File: config.mk
export PLATFORM = sky130hd
export DESIGN_NAME = seg_scan_ctrl
export DESIGN_NICKNAME = d
export VERILOG_FILES = /design/src/rtl/seg_pkg.sv /design/src/rtl/seg_glyph_dec.sv /design/src/rtl/seg_scan_ctrl.sv
export SDC_FILE = /design/constraint.sdc
export NUM_CORES = 1
export LEC_CHECK = 0
export ABC_AREA = 0
export BUFFER_PORTS_ARGS = -buffer_cell sky130_fd_sc_hd__buf_2
export CAP_MARGIN = 0
export CELL_PAD_IN_SITES_DETAIL_PLACEMENT = 0
export CELL_PAD_IN_SITES_GLOBAL_PLACEMENT = 1
export CORE_AREA = 2 2 122 124
export CTS_CLUSTER_DIAMETER = 200
export DETAILED_ROUTE_END_ITERATION = 8
export DIE_AREA = 0 0 124 126
export HOLD_SLACK_MARGIN = 0.03
export PLACE_DENSITY_LB_ADDON = 0.1
export SETUP_SLACK_MARGIN = 0.5
export SLEW_MARGIN = 20
export SYNTH_ARGS = -nofsm -noshare
export SYNTH_HDL_FRONTEND = slang
export SYNTH_HIERARCHICAL = 1
export SYNTH_SLANG_ARGS = --single-unit
File: constraint.sdc
create_clock -name i_clk -period 5.4 [get_ports i_clk]
set_input_delay 1.08 -clock i_clk [delete_from_list [all_inputs] [get_ports i_clk]]
set_output_delay 1.08 -clock i_clk [all_outputs]
set_load 0.01 [all_outputs]
File: src/rtl/seg_pkg.sv
// Shared 7-segment definitions: glyph table, scan phase encodings and
// elaboration-time parameter guards for display blocks.
`ifndef SEG_PKG_SV
`define SEG_PKG_SV

// Emits a named generate block that aborts elaboration when cond is false.
`define SEG_PARAM_CHK(lbl, cond) \
   if (!(cond)) begin : lbl \
      $error("illegal parameter"); \
   end

package seg_pkg;

   localparam int         SEG_DP_BIT  = 7;
   localparam logic [7:0] SEG_DP_ONLY = 8'(1) << SEG_DP_BIT;

   typedef enum logic [1:0] {
      PH_BLANK = 2'd0,
      PH_ON    = 2'd1,
      PH_OFF   = 2'd2
   } phase_e;

   // Active-high {g,f,e,d,c,b,a}, indexed by nibble value (entry 0 is rightmost).
   localparam logic [15:0][6:0] GLYPH_TBL = {
      7'h71, 7'h79, 7'h5E, 7'h39, 7'h7C, 7'h77, 7'h6F, 7'h7F,
      7'h07, 7'h7D, 7'h6D, 7'h66, 7'h4F, 7'h5B, 7'h06, 7'h3F
   };

endpackage

`endif

File: src/rtl/seg_glyph_dec.sv
// Combinational nibble to active-high 7-segment glyph {g,f,e,d,c,b,a}.
module seg_glyph_dec
   import seg_pkg::*;
(
   input  logic [3:0] nib_i,
   output logic [6:0] glyph_o
);

   assign glyph_o = GLYPH_TBL[nib_i];

endmodule

File: src/rtl/seg_scan_ctrl.sv
// Multiplexed 7-segment scanner: per-digit dwell with anti-ghost blanking,
// 16-level PWM, leading-zero suppression and per-frame input snapshot.
module seg_scan_ctrl
   import seg_pkg::*;
#(
   parameter int                   NUM_DIG     = 6,
   parameter int                   DWELL_CYC   = 100,
   parameter int                   BLANK_CYC   = 1,
   parameter logic [3*NUM_DIG-1:0] DIG_MAP     = {3'd2, 3'd3, 3'd0, 3'd1, 3'd4, 3'd5},
   parameter bit                   DIG_ACT_LOW = 1'b0,
   parameter bit                   SEG_ACT_LOW = 1'b0
) (
   input  logic                   i_clk,
   input  logic                   i_rst_n,
   input  logic [4*NUM_DIG-1:0]   i_data,
   input  logic [NUM_DIG-1:0]     i_dp,
   input  logic [NUM_DIG-1:0]     i_dig_en,
   input  logic                   i_lz_sup,
   input  logic [3:0]             i_bright,
   output logic [7:0]             SEG,
   output logic [NUM_DIG-1:0]     DIG,
   output logic                   o_frame_start
);

   localparam int CW = $clog2(DWELL_CYC);
   localparam int SW = $clog2(NUM_DIG);
   localparam logic [NUM_DIG-1:0] DIG_ONE = {{(NUM_DIG-1){1'b0}}, 1'b1};

   `SEG_PARAM_CHK(g_bad_num_dig, NUM_DIG >= 2 && NUM_DIG <= 8)
   `SEG_PARAM_CHK(g_bad_dwell, DWELL_CYC >= 2)
   `SEG_PARAM_CHK(g_bad_blank, BLANK_CYC >= 1 && BLANK_CYC <= DWELL_CYC - 1)

   logic [CW-1:0]          cnt_q, cnt_d;
   logic [SW-1:0]          slot_q, slot_d;
   phase_e                 phase_q, ph_d;
   logic [4*NUM_DIG-1:0]   data_q;
   logic [NUM_DIG-1:0]     dp_q, en_q;
   logic                   lz_q;
   logic [3:0]             bright_q, br_nxt;
   logic [NUM_DIG-1:0]     dig_q;
   logic [7:0]             seg_q;
   logic                   fs_q;
   logic                   snap;

   assign snap   = (cnt_q == '0) && (slot_q == '0);
   // Phase of the next count must see the brightness that loads on this edge.
   assign br_nxt = snap ? i_bright : bright_q;

   function automatic logic on_hit(input logic [CW-1:0] c, input logic [3:0] br);
      return (int'(c) - BLANK_CYC) * 16 < (DWELL_CYC - BLANK_CYC) * (int'(br) + 1);
   endfunction

   always_comb begin
      cnt_d  = cnt_q + 1'b1;
      slot_d = slot_q;
      if (cnt_q == CW'(DWELL_CYC - 1)) begin
         cnt_d  = '0;
         slot_d = (slot_q == SW'(NUM_DIG - 1)) ? '0 : slot_q + 1'b1;
      end
   end

   // phase_q always describes cnt_q; ph_d describes cnt_d.
   always_comb begin
      ph_d = phase_q;
      case (phase_q)
         PH_BLANK: if (int'(cnt_d) >= BLANK_CYC) ph_d = on_hit(cnt_d, br_nxt) ? PH_ON : PH_OFF;
         PH_ON: begin
            if (cnt_d == '0)                 ph_d = PH_BLANK;
            else if (!on_hit(cnt_d, br_nxt)) ph_d = PH_OFF;
         end
         PH_OFF:   if (cnt_d == '0) ph_d = PH_BLANK;
         default:  ph_d = PH_BLANK;
      endcase
   end

   logic [NUM_DIG-1:0][6:0]         glyph_v;
   logic [NUM_DIG-1:0][7:0]         seg_v;
   logic [NUM_DIG-1:0][NUM_DIG-1:0] dig_v;
   logic [NUM_DIG-1:0]              supp, lit;

   for (genvar k = 0; k < NUM_DIG; k++) begin : g_lane
      `SEG_PARAM_CHK(g_bad_map, int'(DIG_MAP[3*k +: 3]) < NUM_DIG)

      seg_glyph_dec u_dec (
         .nib_i   (data_q[4*k +: 4]),
         .glyph_o (glyph_v[k])
      );

      if (k == 0) begin : g_lsd
         assign supp[k] = 1'b0;
      end else begin : g_upper
         assign supp[k] = lz_q && (data_q[4*NUM_DIG-1:4*k] == '0);
      end

      // A suppressed digit still lights when it carries the decimal point.
      assign lit[k]   = en_q[k] && (!supp[k] || dp_q[k]);
      assign seg_v[k] = !lit[k] ? 8'h00 : supp[k] ? SEG_DP_ONLY : {dp_q[k], glyph_v[k]};
      assign dig_v[k] = lit[k] ? (DIG_ONE << DIG_MAP[3*k +: 3]) : '0;
   end

   always_ff @(posedge i_clk or negedge i_rst_n) begin
      if (!i_rst_n) begin
         cnt_q    <= '0;
         slot_q   <= '0;
         phase_q  <= PH_BLANK;
         data_q   <= '0;
         dp_q     <= '0;
         en_q     <= '0;
         lz_q     <= 1'b0;
         bright_q <= '0;
         dig_q    <= {NUM_DIG{DIG_ACT_LOW}};
         seg_q    <= {8{SEG_ACT_LOW}};
         fs_q     <= 1'b0;
      end else begin
         cnt_q   <= cnt_d;
         slot_q  <= slot_d;
         phase_q <= ph_d;
         if (snap) begin
            data_q   <= i_data;
            dp_q     <= i_dp;
            en_q     <= i_dig_en;
            lz_q     <= i_lz_sup;
            bright_q <= i_bright;
         end
         fs_q  <= snap;
         dig_q <= ((phase_q == PH_ON) ? dig_v[slot_q] : '0) ^ {NUM_DIG{DIG_ACT_LOW}};
         seg_q <= ((phase_q == PH_ON) ? seg_v[slot_q] : 8'h00) ^ {8{SEG_ACT_LOW}};
      end
   end

   assign DIG           = dig_q;
   assign SEG           = seg_q;
   assign o_frame_start = fs_q;

endmodule
==> results by stage, run 1 <==
Global routing:
- The largest net degree at the start of global routing is 45.
- The first-pass GRT wire length is 22,700 um.
- The total overflow left after global routing is 0.
- The via count of the first global-routing pass is 4,495.
- Global routing used 18.7% of the available tracks across all layers.
- The number of antenna violations at the first check in global routing is 0.

Timing:
- The max-slew headroom at the worst pin is 48.4%.
- The final hold violation count is 0.
- Setup repair after global routing could not meet its margin everywhere.
- Clock skew on the completed layout was measured at 6.21 ps.
- For the pin with the worst max-slew slack, the measured transition is 773 ps.
- The ratio of final minimum period to clock period is 89.9%.
- The post-route worst hold slack is 465 ps.
- The count of final max-slew check failures was 0.
- The final count of negative-setup-slack endpoints is 0.
- Based on the critical path, the design can be clocked at up to 0.206 GHz.
- The worst path in the final design needs a cycle of 4850 ps, including I/O delays and setup.
- Adding up every negative setup slack in the final design gives 0 ps.

Worst setup path:
- The arrival time of data at the critical path endpoint is 5070 ps.
- The type of element capturing the critical path is a flop.
- The count of buffering cells on the critical path with inverters included is 2.
- The kind of launch point of the worst setup path is a flop.
- Among the stages of the critical path, the cell type that occurs most often is sky130_fd_sc_hd__ha_4.
- The critical-path maximum fanout is 5.
- The launch instance of the worst register-to-register path is cnt_q[1].
- The slowest cell on the critical path is sky130_fd_sc_hd__dfrtp_1.
- The startpoint-to-endpoint class of the critical path is reg -> reg.
- The critical path's largest stage delay is 400 ps.
- The critical path starts at cnt_q[1].
- The family of cells with the greatest summed delay on the critical path is adder cells.
- STA puts the critical path data required time at 5620 ps.
- Walking the worst path, the cells encountered are inv_2 > ha_4 > nor4b_4 > nand3_4 > buf_12 > mux2i_4 > xnor2_2 > ha_4 > ha_4 > fa_2 > ha_4 > a31oi_4 > a211o_1 > nand2_1 > nand2_1 > xor2_1 > ha_1 > a21oi_2 > nor2b_1 > a2111oi_2 > nor4_2 > o211ai_1 > nand2_1.

Clocking:
- The clock tree from TritonCTS is yes.
- The later pin in the worst-skew pair is clocked with a latency of 340 ps.
- In this run the deepest clock path goes through 2 buffers.
- Clock tree synthesis inserted a total of 9 buffers.
- CTS built an H-tree with a depth of 3.
- Buffers inserted to repair hold after CTS numbered 0.
- The clock-pin transition on the worst setup and hold timing paths is 60 ps.
- The cell at the root of the clock tree is sky130_fd_sc_hd__clkbuf_16.
- The number of sinks driven by the clock tree is 68.

Drt:
- The per-cell routed wire length is 16.2 um.
- Dividing the detail-routed via count by the number of cells gives 5.27.
- Summing over every cut layer, the via total after detailed routing is 4,662.
- The number of detailed-routing iterations run before antenna repair is 4.
- The overall routed net length is 14,300 um.
- After detailed routing, the number of remaining DRC violations is 0.
- In this run the remaining antenna-violating nets after routing total 0.
- After the first detailed-routing iteration, the DRC count stood at 266.

Final layout:
- After routing the design area is 6670 um^2.
- The number of inserted filler cells in the final layout is 1,415.
- The count of antenna diodes in the layout is 0.
- Cells fill 46.6% of the core in the end.
- Across the whole layout, storage elements account for 1700 um^2.
- The layout net count is 803.
- In the final layout, the share of cells above drive strength 1 is 22.5%.
- The multi-input combinational cells in the finished layout cover a total of 3750 um^2.
- From synthesis to final layout, the design area changed by 18.5%.

Floorplan:
- The number of top-level design ports is 58.
- The starting density of the core is 39.3%.
- The horizontal extent of the die is 124 um.
- After floorplanning, the core was sized to cover 14,300 um^2.
- The row count is 44.
- The die covers 15,600 um^2.
- Measured along the y axis, the die boundary spans 126 um.

Synth:
- The number of storage elements in the synthesis netlist is 68.
- The proportion of synthesized flip-flops having asynchronous set or reset is 100%.
- Yosys mapped a number of flops with a built-in enable equal to 0.
- The gate count of the mapped netlist is 637.
- The post-synthesis average cell area is 8.84 um^2.
- The most common flop cell mapped by yosys is sky130_fd_sc_hd__dfrtp_1.
- The number of distinct library cells after synthesis is 70.
- The synthesized netlist occupies a cell area of 5630 um^2.
- For this run, the register share of the synthesized area comes to 30.2%.
- The number of warning messages in the yosys log is 6.
- The total nets after synthesis is 744.

Place:
- In this run the cell area measured after placement is 6060 um^2.
- The final weighted congestion of routability-driven global placement is 0.849.
- The estimated wirelength of the detail-placed design is 10,600 um.
- During placement, the flow inserted port buffers numbering 57.

Power:
- The standby leakage power is 3.17 nW.
- The total power divided by cell area is 236 nW/um^2.
- The worst-case vdd ir drop is 156 uV.

Run:
- Across the run, the number of max-cap violations was 0.

Run status:
- The run finished with clean final reports.

Worst hold path:
- The type of the worst min-delay path is reg -> reg.
- The startpoint of the worst hold path is phase_q[1].
==> final cells by class <==
class	count	share of cell area [%]
inverter	47	2.76
multi-input combinational	488	56.2
tap	184	3.45
sequential	68	25.5
timing repair buffer	82	7.54
clock buffer	12	3.84
clock inverter	4	0.713
==> sequential cells by signal, summed over array words and instances, names as in the netlist <==
signal	flops
en_q	6
DIG	6
o_frame_start	1
phase_q	2
slot_q	3
cnt_q	7
bright_q	4
lz_q	1
dp_q	6
SEG	8
data_q	24
==> metrics by stage <==
| step | setup slack, ps | power (mW) | instances |
|---|---|---|---|
| 5_1_grt | 268 | 1.67 | 885 |
| 6_report | 545 | 1.57 | 885 |
| 3_3_place_gp | 323 | 0.942 | 854 |
| 3_5_place_dp | 219 | 0.949 | 854 |
| 4_1_cts | 505 | 1.57 | 875 |
| 2_1_floorplan | 506 | 0.843 | 637 |
==> synthesized netlist by cell type (2+ instances only) <==
cell | number | area share (%)
sky130_fd_sc_hd__nand2_1 | 138 | 9.2
sky130_fd_sc_hd__o31a_2 | 5 | 0.89
sky130_fd_sc_hd__nor3b_1 | 2 | 0.27
sky130_fd_sc_hd__o32ai_1 | 2 | 0.31
sky130_fd_sc_hd__dfrtp_1 | 68 | 30
sky130_fd_sc_hd__buf_2 | 9 | 0.80
sky130_fd_sc_hd__a31o_1 | 5 | 0.78
sky130_fd_sc_hd__inv_1 | 45 | 3.0
sky130_fd_sc_hd__o32a_1 | 5 | 0.89
sky130_fd_sc_hd__nor3_1 | 12 | 1.1
sky130_fd_sc_hd__xnor2_1 | 13 | 2.0
sky130_fd_sc_hd__nand4_1 | 4 | 0.44
sky130_fd_sc_hd__a31oi_1 | 5 | 0.56
sky130_fd_sc_hd__a221oi_1 | 14 | 2.2
sky130_fd_sc_hd__nand2b_1 | 7 | 0.78
sky130_fd_sc_hd__xor2_1 | 8 | 1.2
sky130_fd_sc_hd__nand4b_1 | 2 | 0.31
sky130_fd_sc_hd__nor4b_1 | 2 | 0.31
sky130_fd_sc_hd__nor4_1 | 7 | 0.78
sky130_fd_sc_hd__mux2_2 | 19 | 3.8
sky130_fd_sc_hd__ha_1 | 63 | 14
sky130_fd_sc_hd__o21a_1 | 6 | 0.80
sky130_fd_sc_hd__a21o_1 | 4 | 0.53
sky130_fd_sc_hd__buf_6 | 7 | 1.4
sky130_fd_sc_hd__a211oi_1 | 2 | 0.27
sky130_fd_sc_hd__or2b_1 | 5 | 0.67
sky130_fd_sc_hd__nor2b_1 | 14 | 1.6
sky130_fd_sc_hd__mux2i_1 | 17 | 3.0
sky130_fd_sc_hd__o21ai_0 | 12 | 1.1
sky130_fd_sc_hd__or3_1 | 4 | 0.44
sky130_fd_sc_hd__and3_1 | 4 | 0.44
sky130_fd_sc_hd__nand3_1 | 8 | 0.71
sky130_fd_sc_hd__nor2_1 | 20 | 1.3
sky130_fd_sc_hd__mux4_1 | 5 | 2.3
sky130_fd_sc_hd__a21oi_1 | 26 | 2.3
sky130_fd_sc_hd__or2_2 | 2 | 0.22
sky130_fd_sc_hd__and2_1 | 3 | 0.33
sky130_fd_sc_hd__o211ai_1 | 2 | 0.27
sky130_fd_sc_hd__nand3b_1 | 6 | 0.80
sky130_fd_sc_hd__clkbuf_1 | 16 | 1.1
sky130_fd_sc_hd__a22oi_1 | 10 | 1.3
==> metal layers <==
metal | GRT usage (%) | up-vias | routed length (um) | share of wire (%)
li1 | - | 2353 | - | -
met1 | 25.2 | 2218 | 6750 | 47
met2 | 30.7 | 75 | 6770 | 47
met3 | 3.44 | 16 | 587 | 4.1
met4 | 5.16 | 0 | 223 | 1.6
met5 | 0 | - | 0 | 0
==> worst paths after layout <==
path,endpoint,slack [ps],cells after the start
worst min-delay path,phase_q[0],460,1
worst max-delay path,phase_q[1],550,23
max in group asynchronous,cnt_q[0],3570,2
min in group asynchronous,data_q[19],810,1
worst max register to register,phase_q[1],550,23
worst min register to register,phase_q[0],460,1
==> what timing repair did <==
item,in CTS,in global routing
setup endpoints to repair,2,2
cloned,0,1
resized for setup,8,27
pin swaps,3,19
setup buffers,5,9
endpoints found under the hold margin,0,0
==> cell usage in the layout (no fill, tap or decap), drive strengths merged, types with 3 or more instances in the layout <==
cell type,count
a31oi,5
o32a,5
nand2b,7
nand3,9
ha,63
a221oi,14
and3,4
or3,4
o31a,5
a22oi,10
buf,81
clkbuf,13
nand4,4
nor4,8
xnor2,13
mux2i,17
inv,47
and2,3
nor2,21
mux2,19
or2b,5
a21o,4
o21ai,12
nand2,138
a31o,6
nor3,13
nor4b,3
dfrtp,68
nand3b,6
nor2b,14
xor2,8
o21a,6
mux4,6
a21oi,26
==> where the power goes <==
part	switching (mW)	total [mW]	internal [mW]	leakage [nW]
clock	0.221	0.602	0.381	0.149
sequential	0.0480	0.592	0.544	0.834
combinational	0.195	0.380	0.185	2.19
==> cell families (layout without fill, tap and decap cells) <==
logic type | after synthesis | after routing | share of synthesized area [%]
simple gates | 249 | 249 | 21.6
compound gates | 112 | 112 | 14.4
buf+inv | 81 | 145 | 6.67
flops | 68 | 68 | 30.2
fa+ha+maj | 64 | 64 | 14.4
mux | 42 | 42 | 9.56
xor+xnor | 21 | 21 | 3.27
==> worst register-to-register path: cells and delay by family, from the launching register on <==
kind	cells	cell delay (ps)
xor gates and xnor gates	2	430
AOI/OAI and AO/OA	5	990
adders and majority gates	6	1570
buffers and inverters	2	280
muxes	1	190
DFF	1	400
and+or+nand+nor	7	880
Note: power is estimated with default switching activity, not from simulation.
==> run 2: changes to the inputs <==
CAP_MARGIN = 20   (was 0)
PLACE_DENSITY = 0.84   (was not set)
PLACE_DENSITY_LB_ADDON = not set   (was 0.1)
SKIP_CTS_REPAIR_TIMING = 1   (was not set)
==> results by stage, run 2 (synthesized netlist as in run 1, its figures left out) <==
Final layout:
- The flip-flop and latch area is 1700 um^2 (unchanged).
- The relative area change from synthesis to final layout is 18.6%.
- The number of flip-flops in the largest register is 24 (unchanged).
- The commonest non-fill, non-tap cell in the layout is sky130_fd_sc_hd__nand2_1.
- The count of antenna diodes in the layout came to 0 (unchanged).
- Leaving out fill and tap cells, the most frequent cells in the layout are sky130_fd_sc_hd__nand2_1 (138), sky130_fd_sc_hd__dfrtp_1 (67), sky130_fd_sc_hd__buf_2 (57).
- The layout net count is 801 (-0.25%).
- The filler-free cell count of the finished design is 883 (-0.23%).
- The number of inserted filler cells in the final layout is 1,386 (-2.0%).
- The area of the multi-input gates is 3810 um^2 (+1.6%).
- The largest register by flop count is data_q.
- The summed area of non-filler cells in the final layout is 6680 um^2 (+0.11%).
- The share of final-layout standard cells stronger than drive strength 1 was 23.2% (+0.64 points).
- The core occupancy in the finished layout is 46.7% (+0.052 points).

Worst setup path:
- The launch point of the critical path is cnt_q[0].
- The depth of the worst register-to-register path was 24 (+4.3%).
- The critical path's largest stage delay is 420 ps (+20 ps).
- The critical-path maximum fanout is 4 (-1).
- The arrival time of data at the critical path endpoint is 5050 ps (-20 ps).
- Walking the worst path, the cells encountered are inv_2 > ha_4 > nor4b_4 > nand3_4 > mux2i_4 > inv_2 > ha_4 > and3_4 > ha_4 > ha_4 > fa_2 > ha_4 > a31oi_4 > a211o_1 > nand2_1 > nand2_1 > xor2_1 > ha_1 > nand4_1 > nor2_2 > a2111oi_2 > nor4_2 > o211ai_1 > nand2_1.
- STA classifies the critical path startpoint as a flop.
- The endpoint identified for the worst register-to-register timing path is phase_q[1].
- The launch instance of the worst register-to-register path is cnt_q[0].
- The setup slack of the most critical reg-to-reg path was 630 ps (+90 ps).
- The type of element capturing the critical path is a flop.
- The slowest cell on the critical path is sky130_fd_sc_hd__dfrtp_2.
- The data required time at the worst endpoint is 5680 ps (+60 ps).
- The cell that appears most often on the critical path is sky130_fd_sc_hd__ha_4.
- The critical path ends at phase_q[1].
- The startpoint-to-endpoint class of the critical path is reg -> reg.

Global routing:
- The global route total overflow was 0 (unchanged).
- The global-route total usage across every layer was 17.7% (-0.98 points).
- The first-pass GRT wire length came to 21,900 um (-3.9%).
- The via count of the first global-routing pass is 4,614 (+2.6%).
- The largest net degree at the start of global routing is 69 (+53%).
- The number of antenna violations at the first check in global routing is 0 (unchanged).

Drt:
- The number of detailed-routing iterations run before antenna repair is 5 (+1).
- The overall routed net length is 13,900 um (-2.9%).
- The number of vias per cell is 5.36 (+1.7%).
- The via count is 4,732 (+1.5%).
- The number of DRC markers in iteration 0 is 204 (-23%).
- The final antenna-violating net count was 0 (unchanged).
- The DRC violation count after routing is 0 (unchanged).
- The per-cell routed wire length came to 15.8 um (-2.7%).

Timing:
- The final hold violation count is 0 (unchanged).
- The final setup slack of the worst path was 631 ps (+85.3 ps).
- The final count of negative-setup-slack endpoints came to 0 (unchanged).
- The slew at the pin closest to its max-slew limit was 891 ps (+118 ps).
- The upper clock frequency limit is 0.210 GHz (+1.8%).
- The max-slew headroom at the worst pin was 40.6% (-7.9 points).
- The total negative slack is 0 ps (unchanged).
- The post-route worst hold slack is 469 ps (+4.01 ps).
- The count of final max-slew check failures is 0 (unchanged).
- The ratio of final minimum period to clock period is 88.3% (-1.6 points).
- The clock skew is 6.93 ps (+0.715 ps).
- Setup repair after global routing left no endpoint under its margin.
- The shortest clock period the worst path allows after layout is 4770 ps (-85.3 ps).

Floorplan:
- The horizontal extent of the die is 124 um (unchanged).
- The row count is 44 (unchanged).
- The total die area came to 15,600 um^2 (unchanged).
- The number of top-level design ports is 58 (unchanged).
- The area of the placeable core is 14,300 um^2 (unchanged).
- The starting density of the core is 39.3% (unchanged).
- The die outline height is 126 um (unchanged).

Power:
- The standby leakage power came to 3.14 nW (-0.84%).
- The total power divided by cell area is 234 nW/um^2 (-0.85%).
- The worst-case vdd ir drop was 163 uV (+4.9%).
- The power after layout is 1.56 mW (-0.74%).

Clocking:
- The clock-pin transition on the worst setup and hold timing paths is 60 ps (about the same).
- The clock insertion delay at the later pin of the skew report is 340 ps (about the same).
- The number of CTS-inserted buffers is 9 (unchanged).
- The deepest level of the CTS H-tree came to 3 (unchanged).
- The tree is rooted in a sky130_fd_sc_hd__clkbuf_16.
- The clock tree buffer depth is 2 (unchanged).
- The number of sinks driven by the clock tree is 68 (unchanged).
- The clock tree from TritonCTS is yes.

Run:
- The max-capacitance violation count is 0 (unchanged).

Place:
- The estimated wirelength of the detail-placed design was 10,200 um (-4.4%).
- The number of cells in the design after placement is 853 (-0.12%).
- The number of I/O port buffers was 57 (unchanged).
- The worst setup timing slack at the placement stage was 129 ps (-89.5 ps).
- The instance area after placement came to 6050 um^2 (-0.12%).
- The final weighted congestion of routability-driven global placement came to 0.885 (+4.2%).

Run status:
- The run finished with clean final reports.

Worst hold path:
- The type of the worst min-delay path is reg -> reg.
run 2: worst min-delay path by stage:
stage          cells past startpoint        from         end
2_1_floorplan                      1  phase_q[1]  phase_q[0]
3_3_place_gp                       1  phase_q[1]  phase_q[0]
3_5_place_dp                       2        lz_q        lz_q
4_1_cts                            2        lz_q        lz_q
5_1_grt                            1    cnt_q[0]    cnt_q[0]
6_report                           2        lz_q        lz_q
run 2: area by class of cell:
type                    count  area share (%)
repair buffers             80            6.86
clock inverters             6           0.955
clock buffers              10            3.43
well taps                 184            3.45
multi-input cells         488            57.0
inverters                  47            2.79
flip-flops and latches     68            25.5
run 2: metal layers:
metal | track usage [%] | routed length (um)
met5 | 0 | 0
met4 | 4.63 | 217
met3 | 4.44 | 658
met2 | 29.3 | 6850
met1 | 23.0 | 6200
run 2: report_power, final:
group | switching [mW] | internal [mW]
clock | 0.233 | 0.357
sequential | 0.0470 | 0.544
combinational | 0.195 | 0.186
total | 0.475 | 1.09
run 2: worst max-delay path: cells and delay by family, from the launching register on:
| family | cells | cell delay [ps] |
|---|---|---|
| DFF | 1 | 420 |
| muxes | 1 | 250 |
| and+or+nand+nor | 9 | 1480 |
| buffers and inverters | 2 | 180 |
| adders and majority gates | 7 | 1650 |
| xor gates and xnor gates | 1 | 140 |
| AOI/OAI and AO/OA | 4 | 590 |
